**config.mk**
```make
export PLATFORM = sky130hd
export DESIGN_NAME = wide_adder_sequencer
export DESIGN_NICKNAME = d
export VERILOG_FILES = /design/src/rtl/wide_adder_sequencer.sv
export SDC_FILE = /design/constraint.sdc
export NUM_CORES = 1
export LEC_CHECK = 0
export BUFFER_PORTS_ARGS = -buffer_cell sky130_fd_sc_hd__buf_2
export CORE_UTILIZATION = 49
export DETAILED_ROUTE_END_ITERATION = 12
export GPL_ROUTABILITY_DRIVEN = 0
export GPL_TIMING_DRIVEN = 0
export PLACE_DENSITY_LB_ADDON = 0.15
export SYNTH_ARGS = -nofsm -noshare
export SYNTH_HDL_FRONTEND = slang
export SYNTH_SLANG_ARGS = --single-unit
```
**constraint.sdc**
```tcl
create_clock -name clk -period 4.4 [get_ports clk]
set_input_delay 0.44 -clock clk [delete_from_list [all_inputs] [get_ports clk]]
set_output_delay 0.44 -clock clk [all_outputs]
set_load 0.005 [all_outputs]
```
**src/rtl/wide_adder_sequencer.sv**
```systemverilog
// rtl/wide_adder_sequencer.sv - wide add/subtract built from one 32-bit slice reused over WORDS limbs
module wide_adder_sequencer #(
  parameter int WORDS = 4
) (
  input  logic                  clk,
  input  logic                  rst_n,
  input  logic                  in_valid,
  output logic                  in_ready,
  input  logic [32*WORDS-1:0]   in_a,
  input  logic [32*WORDS-1:0]   in_b,
  input  logic                  in_sub,
  output logic                  out_valid,
  input  logic                  out_ready,
  output logic [32*WORDS-1:0]   out_sum,
  output logic                  out_cout,
  output logic                  out_ovf
);

  localparam int W  = 32 * WORDS;
  localparam int KW = $clog2(WORDS);
  localparam logic [KW-1:0] K_LAST = KW'(WORDS - 1);

  typedef enum logic [1:0] {IDLE, RUN, DONE} state_t;

  state_t          state;
  logic [KW-1:0]   k;
  logic            carry;
  logic [W-1:0]    a_q;
  logic [W-1:0]    b_q;

  logic [31:0]     limb_a;
  logic [31:0]     limb_b;
  logic [32:0]     slice;

  assign in_ready  = (state == IDLE);
  assign out_valid = (state == DONE);

  assign limb_a = a_q[32*k +: 32];
  assign limb_b = b_q[32*k +: 32];
  assign slice  = {1'b0, limb_a} + {1'b0, limb_b} + {32'd0, carry};

  always_ff @(posedge clk or negedge rst_n) begin
    if (!rst_n) begin
      state    <= IDLE;
      k        <= '0;
      carry    <= 1'b0;
      a_q      <= '0;
      b_q      <= '0;
      out_sum  <= '0;
      out_cout <= 1'b0;
      out_ovf  <= 1'b0;
    end else begin
      case (state)
        IDLE: begin
          if (in_valid) begin
            // Subtract is A + ~B + 1: the +1 enters as the initial carry.
            a_q   <= in_a;
            b_q   <= in_sub ? ~in_b : in_b;
            carry <= in_sub;
            k     <= '0;
            state <= RUN;
          end
        end
        RUN: begin
          out_sum[32*k +: 32] <= slice[31:0];
          carry               <= slice[32];
          if (k == K_LAST) begin
            out_cout <= slice[32];
            out_ovf  <= (a_q[W-1] == b_q[W-1]) && (slice[31] != a_q[W-1]);
            k        <= '0;
            state    <= DONE;
          end else begin
            k <= k + 1'b1;
          end
        end
        DONE: begin
          if (out_ready) state <= IDLE;
        end
        default: state <= IDLE;
      endcase
    end
  end

endmodule

```
======== Word-level counts from Yosys, hierarchy flattened ========
Index checks and enable logic that the tools add are counted.
operators by class
  add/subtract/negate cells ............... 4
  equal/unequal tests ..................... 8
  shift operators ......................... 4
  mux-type cells .......................... 11
  bitwise operators ....................... 1
  reductions and logical operators ........ 7
operators by type and width
  operator                   count
  $shiftx 128x8->32          2
  $bwmux 128                 1
  $mux 128                   1
  $not 128->128              1
  $shift 32x34->128 const A  1
  $shiftx 32x34->128         1
  $neg 7->34                 1
  $add 32x32->33             1
  $add 33x1->33              1
  $mux 2                     5
  $pmux 2 s3                 1
  $reduce_and 2->1           3
  $eq 2x2->1 const B         2
  $ne 2x2->1 const B         2
  $pmux 2 s2                 1
  $reduce_and 3->1           1
  $add 2x1->2 const B        1
  $eq 2x1->1 const B         1
  $logic_not 2->1            1
  $ne 2x1->1 const B         1
  $pmux 1 s2                 1
  $reduce_bool 2->1          1
  $eq 1x1->1                 1
  $logic_and 1x1->1          1
  2 further kinds            2
storage, ports and cells
  register bits ........................... 391
  output and inout port bits .............. 132
  word-level logic and storage cells ...... 43

======== Depth between registers and ports, before layout ========
  word-level depth ........................ 5
  depth in mapped cells ................... 15
  depth with buffers taken out ............ 12

======== Worst setup path before layout ========
OpenSTA, ideal clock, no wires.
  path type ............................... reg-to-reg
  start ................................... reg k[0]
  end ..................................... reg out_sum[122]
  arrival time ............................ 3884 ps
  required time ........................... 4279 ps
  path slack .............................. 395 ps
  cell stages (with the launch flop) ...... 16
  clock period less this slack ............ 4005 ps
  path through ............................ dfrtp_1 -> clkbuf_1 -> buf_2 -> buf_2 -> mux4_2 -> fa_1 -> inv_1 -> fa_1 -> and2b_1 -> o211ai_2 -> a31oi_4 -> o2111ai_1 -> and2_1 -> o211ai_2 -> xor2_1 -> a22o_1
between the ends
  word-level cells in the longest chain between the ends .. 5
  elaborated cells between the ends (all ways) .. 8
  those cells by class .................... add/sub (3); shift (4); mux (1)
ends and longest elaborated chain
  what                                         line    text
  from (decl)                                  26      logic [KW-1:0] k;
  from (signal assigned)                       73      k <= k + 1'b1;
  $shiftx 128x8->32, on equally long branches  38, 39
  $add 32x32->33                               40      assign slice = {1'b0, limb_a} + {1'b0, limb_b} + {32'd0, carry};
  $add 33x1->33                                40
  $shiftx 32x34->128                           65      out_sum[32*k +: 32] <= slice[31:0];
  $bwmux 128 (*)                               65
  to (signal, indexed assignment)              65
  to (decl)                                    14      output logic [32*WORDS-1:0] out_sum,
Mark *: on every way between the ends. The rest lies on a longest branch, timed or not.
A chain may end at the register's enable or synchronous reset.

======== Final worst setup path ========
  start ................................... reg k[0]
  end ..................................... reg out_sum[57]
Same word-level chain as after synthesis.

==> flow_metrics.py <==
metrics = {
    "run_status": {
        "status": "complete, no violations",
    },
    "sta": {
        "rsz0062_at_grt": "true",
        "setup_tns_ns": 0,
        "max_freq_ghz": 0.237,
        "fin_ws_ns": 0.172,
        "hold_violations": 0,
        "tightest_slew_ns": 1.22,
        "maxSlewHeadroom": 0.182,
        "drv_slew": 0,
        "min_period_ns": 4.23,
        "period_share": 0.961,
        "setup_viol": 0,
        "final.setup_skew_ns": 0.0126,
    },
    "worst_setup_path": {
        "startpoint_type": "flip-flop",
        "cp_slowest_cell": "mux4_2",
        "path_cells": "clkdlybuf4s18_2, mux4_2, ha_1, buf_2, nand4_1, nor2_1, o2111ai_1, a21oi_1, o221ai_1, xnor2_1, a22o_1",
        "cpPeakStageDelay_ns": 0.62,
        "rr_startpoint": "k[0]",
        "critPathMaxFanout": 11,
        "crit_buf_inv": 2,
        "required_ns": 4.88,
        "cp-end-kind": "flip-flop",
        "cp.arrival_ns": 4.71,
        "rrSetupSlack_ns": 0.17,
        "worst-setup-path-type": "flip-flop to flip-flop",
        "worst-r2r-cell-count": 11,
        "cpLargestDelayFamily": "compound AO/OA/AOI/OAI gates",
        "rr_endpoint": "out_sum[57]",
    },
    "global_routing": {
        "grt_pass1_wl_microns": 84700,
        "antenna_found_initial": 13,
        "grt_use_total": 0.288,
        "grt_max_degree": 121,
        "grt_pass1_vias": 14600,
        "overflow": 0,
    },
    "logic_synthesis": {
        "synthTopCellsByArea": "dfrtp_1 52%, mux2_2 7.7%, mux4_2 7.7%, xnor2_1 6.6%, a22o_1 4.9%",
        "synth-simple-area-share": 0.0657,
        "synth.top_cell.area_share": 0.522,
        "synth-edff-count": 0,
        "syn_nets": 1845,
        "ys.flop_type": "dfrtp_1",
        "muxShareOfSynthArea": 0.154,
        "synth_xor_area_frac": 0.0723,
        "synthArstFlopShare": 1.00,
        "synthAdderAreaFrac": 0.0268,
        "synth_largest_area_cell": "dfrtp_1",
        "synth_most_common_cell": "dfrtp_1",
        "synth_top_family_by_area": "multiplexers",
        "syn_area_sq_um": 18700,
        "synth.distinct_cells": 63,
        "synthCells": 1545,
        "synth_common_cells": "391 x dfrtp_1, 159 x a21oi_1, 157 x nor2_1",
        "synth_warnings": 0,
        "ys_seq_elements": 391,
        "ys_seq_area_frac": 0.522,
        "syn_area_per_cell_sq_um": 12.1,
        "synth_compound_gate_area_share": 0.135,
    },
    "routing": {
        "via_per_inst": 5.63,
        "wl_per_cell_microns": 22.0,
        "drt-initial-drc-count": 828,
        "first_pass_iters": 5,
        "vias": 14300,
        "drc_errors": 0,
        "postRouteAntennaNets": 0,
        "drt-total-wl_microns": 55700,
    },
    "clock_network": {
        "htreeDepth": 2,
        "path_clk_slew_ns": 0.06,
        "cts_num_sinks": 391,
        "clk_latency_ns": 0.56,
        "cts_root_buf": "clkbuf_16",
        "tritoncts": "yes",
        "cts_buffers": 42,
        "post_cts_buffers": 0,
        "cts_buffer_depth": 3,
    },
    "worst_hold_path": {
        "min_delay_path_depth": 2,
        "hold_path_class": "primary input to flip-flop",
        "hold_end": "state[1]",
        "min-delay-start": "out_ready",
    },
    "job": {
        "max_cap_viol_count": 0,
    },
    "cells_and_area": {
        "area_growth_pct": 22.5,
        "drive_above_1_share": 0.348,
        "nets": 2283,
        "filler_cell_count": 3179,
        "fin_area_sq_um": 23000,
        "final_cell_count_no_fill": 2539,
    },
    "die": {
        "start_util": 0.498,
        "dieHeight_microns": 198,
        "num_rows": 71,
        "ioPinCount": 393,
        "die-area_sq_um": 39000,
        "core_sq_um": 37700,
        "dieWidth_microns": 198,
    },
    "placed_design": {
        "place_ws_ns": -0.597,
        "dpl.hpwl_microns": 42900,
        "dpl-instance-area_sq_um": 21400,
        "dp_cells": 2450,
        "port-buffer-count": 391,
    },
    "power": {
        "seqPwrFrac": 0.262,
        "power_density_nw_per_um2": 1000,
        "power.leakage_nw": 10.3,
        "p_switching_mw": 10.5,
        "total_power_mw": 23.0,
        "internal_power_mw": 12.5,
        "p_clk_frac": 0.157,
        "power_frac_comb": 0.581,
        "p_sw_frac": 0.456,
        "max-vdd-ir-drop_mv": 0.575,
    },
}
layout by cell type (no fill, tap or decap), types with 4 or more instances in the layout:
cell type and instances:
nor2_1 157, and3_1 5, and2_1 5, mux2_2 128
nor3_1 7, xnor2_1 139, nand2b_1 6, clkbuf_2 6
buf_2 401, diode_2 14, dfrtp_1 390, nand2_1 53
o211ai_1 4, o21a_1 5, clkbuf_1 79, mux4_2 64
or3_1 6, clkbuf_16 45, o31ai_1 10, clkinv_2 6
nand4_1 10, a22o_1 104, o21ai_1 14, a211oi_1 4
nand3_1 14, inv_1 11, o21bai_1 4, xor2_1 8
buf_1 13, nor2b_1 6, a21o_1 14, clkbuf_8 11
o21ai_2 4, a21oi_1 159, o21ai_0 21, ha_1 37
registers in the layout (all words and copies together) (netlist names):
name,flops
b_q,128
state,2
out_cout,1
out_sum,128
out_ovf,1
a_q,128
carry,1
k,2
worst max-delay path by stage:
| stage | to | depth (start not counted) | from |
|---|---|---|---|
| after floorplan | out_sum[122] | 15 | k[0] |
| after global placement | b_q[125] | 1 | rst_n |
| after detailed placement | out_sum[126] | 15 | k[0] |
| after CTS | out_sum[28] | 12 | k[1] |
| after global routing | out_sum[89] | 11 | k[0] |
| final | out_sum[57] | 11 | k[0] |
repair_timing:
item	4_1_cts	5_1_grt
setup endpoints to repair	89	37
pin swaps	0	0
endpoints found under the hold margin	76	0
resized for setup	11	13
hold buffers	1	0
per-stage QoR:
step | util | hold slack, ns
2_1_floorplan | - | 0.144
3_3_place_gp | 0.567 | 0.462
3_5_place_dp | 0.569 | 0.457
4_1_cts | 0.608 | 0.0690
5_1_grt | 0.610 | 0.0961
6_report | 0.610 | 0.100
logic make-up after synthesis:
group,count (synthesis)
muxes,192
adders and majority gates,39
DFF,391
AOI/OAI and AO/OA,371
and+or+nand+nor,281
xor gates and xnor gates,153
buffers and inverters,118
power groups by stage:
stage	registers [mW]	logic (mW)	clock network (mW)
finish	6.02	13.3	3.60
global route	6.20	14.5	3.78
CTS	6.01	13.2	3.65
detailed placement	6.05	13.1	0
global placement	5.97	12.9	0
floorplan	5.78	9.12	0
area by class of cell:
cell class | instances | area, sq um | area share
plain buffers | 106 | 448 | 0.0195
inverters | 11 | 41.3 | 0.00180
well taps | 511 | 639 | 0.0278
clock buffers | 64 | 1310 | 0.0569
multi-input cells | 1036 | 8540 | 0.372
flip-flops and latches | 391 | 9790 | 0.426
repair buffers | 395 | 2060 | 0.0897
clock inverters | 11 | 114 | 0.00496
diodes | 14 | 35.0 | 0.00153
metal layers:
| metal | GRT usage | vias to the layer above | wire length (microns) |
|---|---|---|---|
| met5 | 0 | - | 17 |
| met4 | 0.102 | 2 | 1480 |
| met3 | 0.0439 | 86 | 3580 |
| met2 | 0.475 | 550 | 27100 |
| met1 | 0.389 | 7179 | 23600 |
| li1 | - | 6470 | - |
Power figures use the tool's default switching activity.
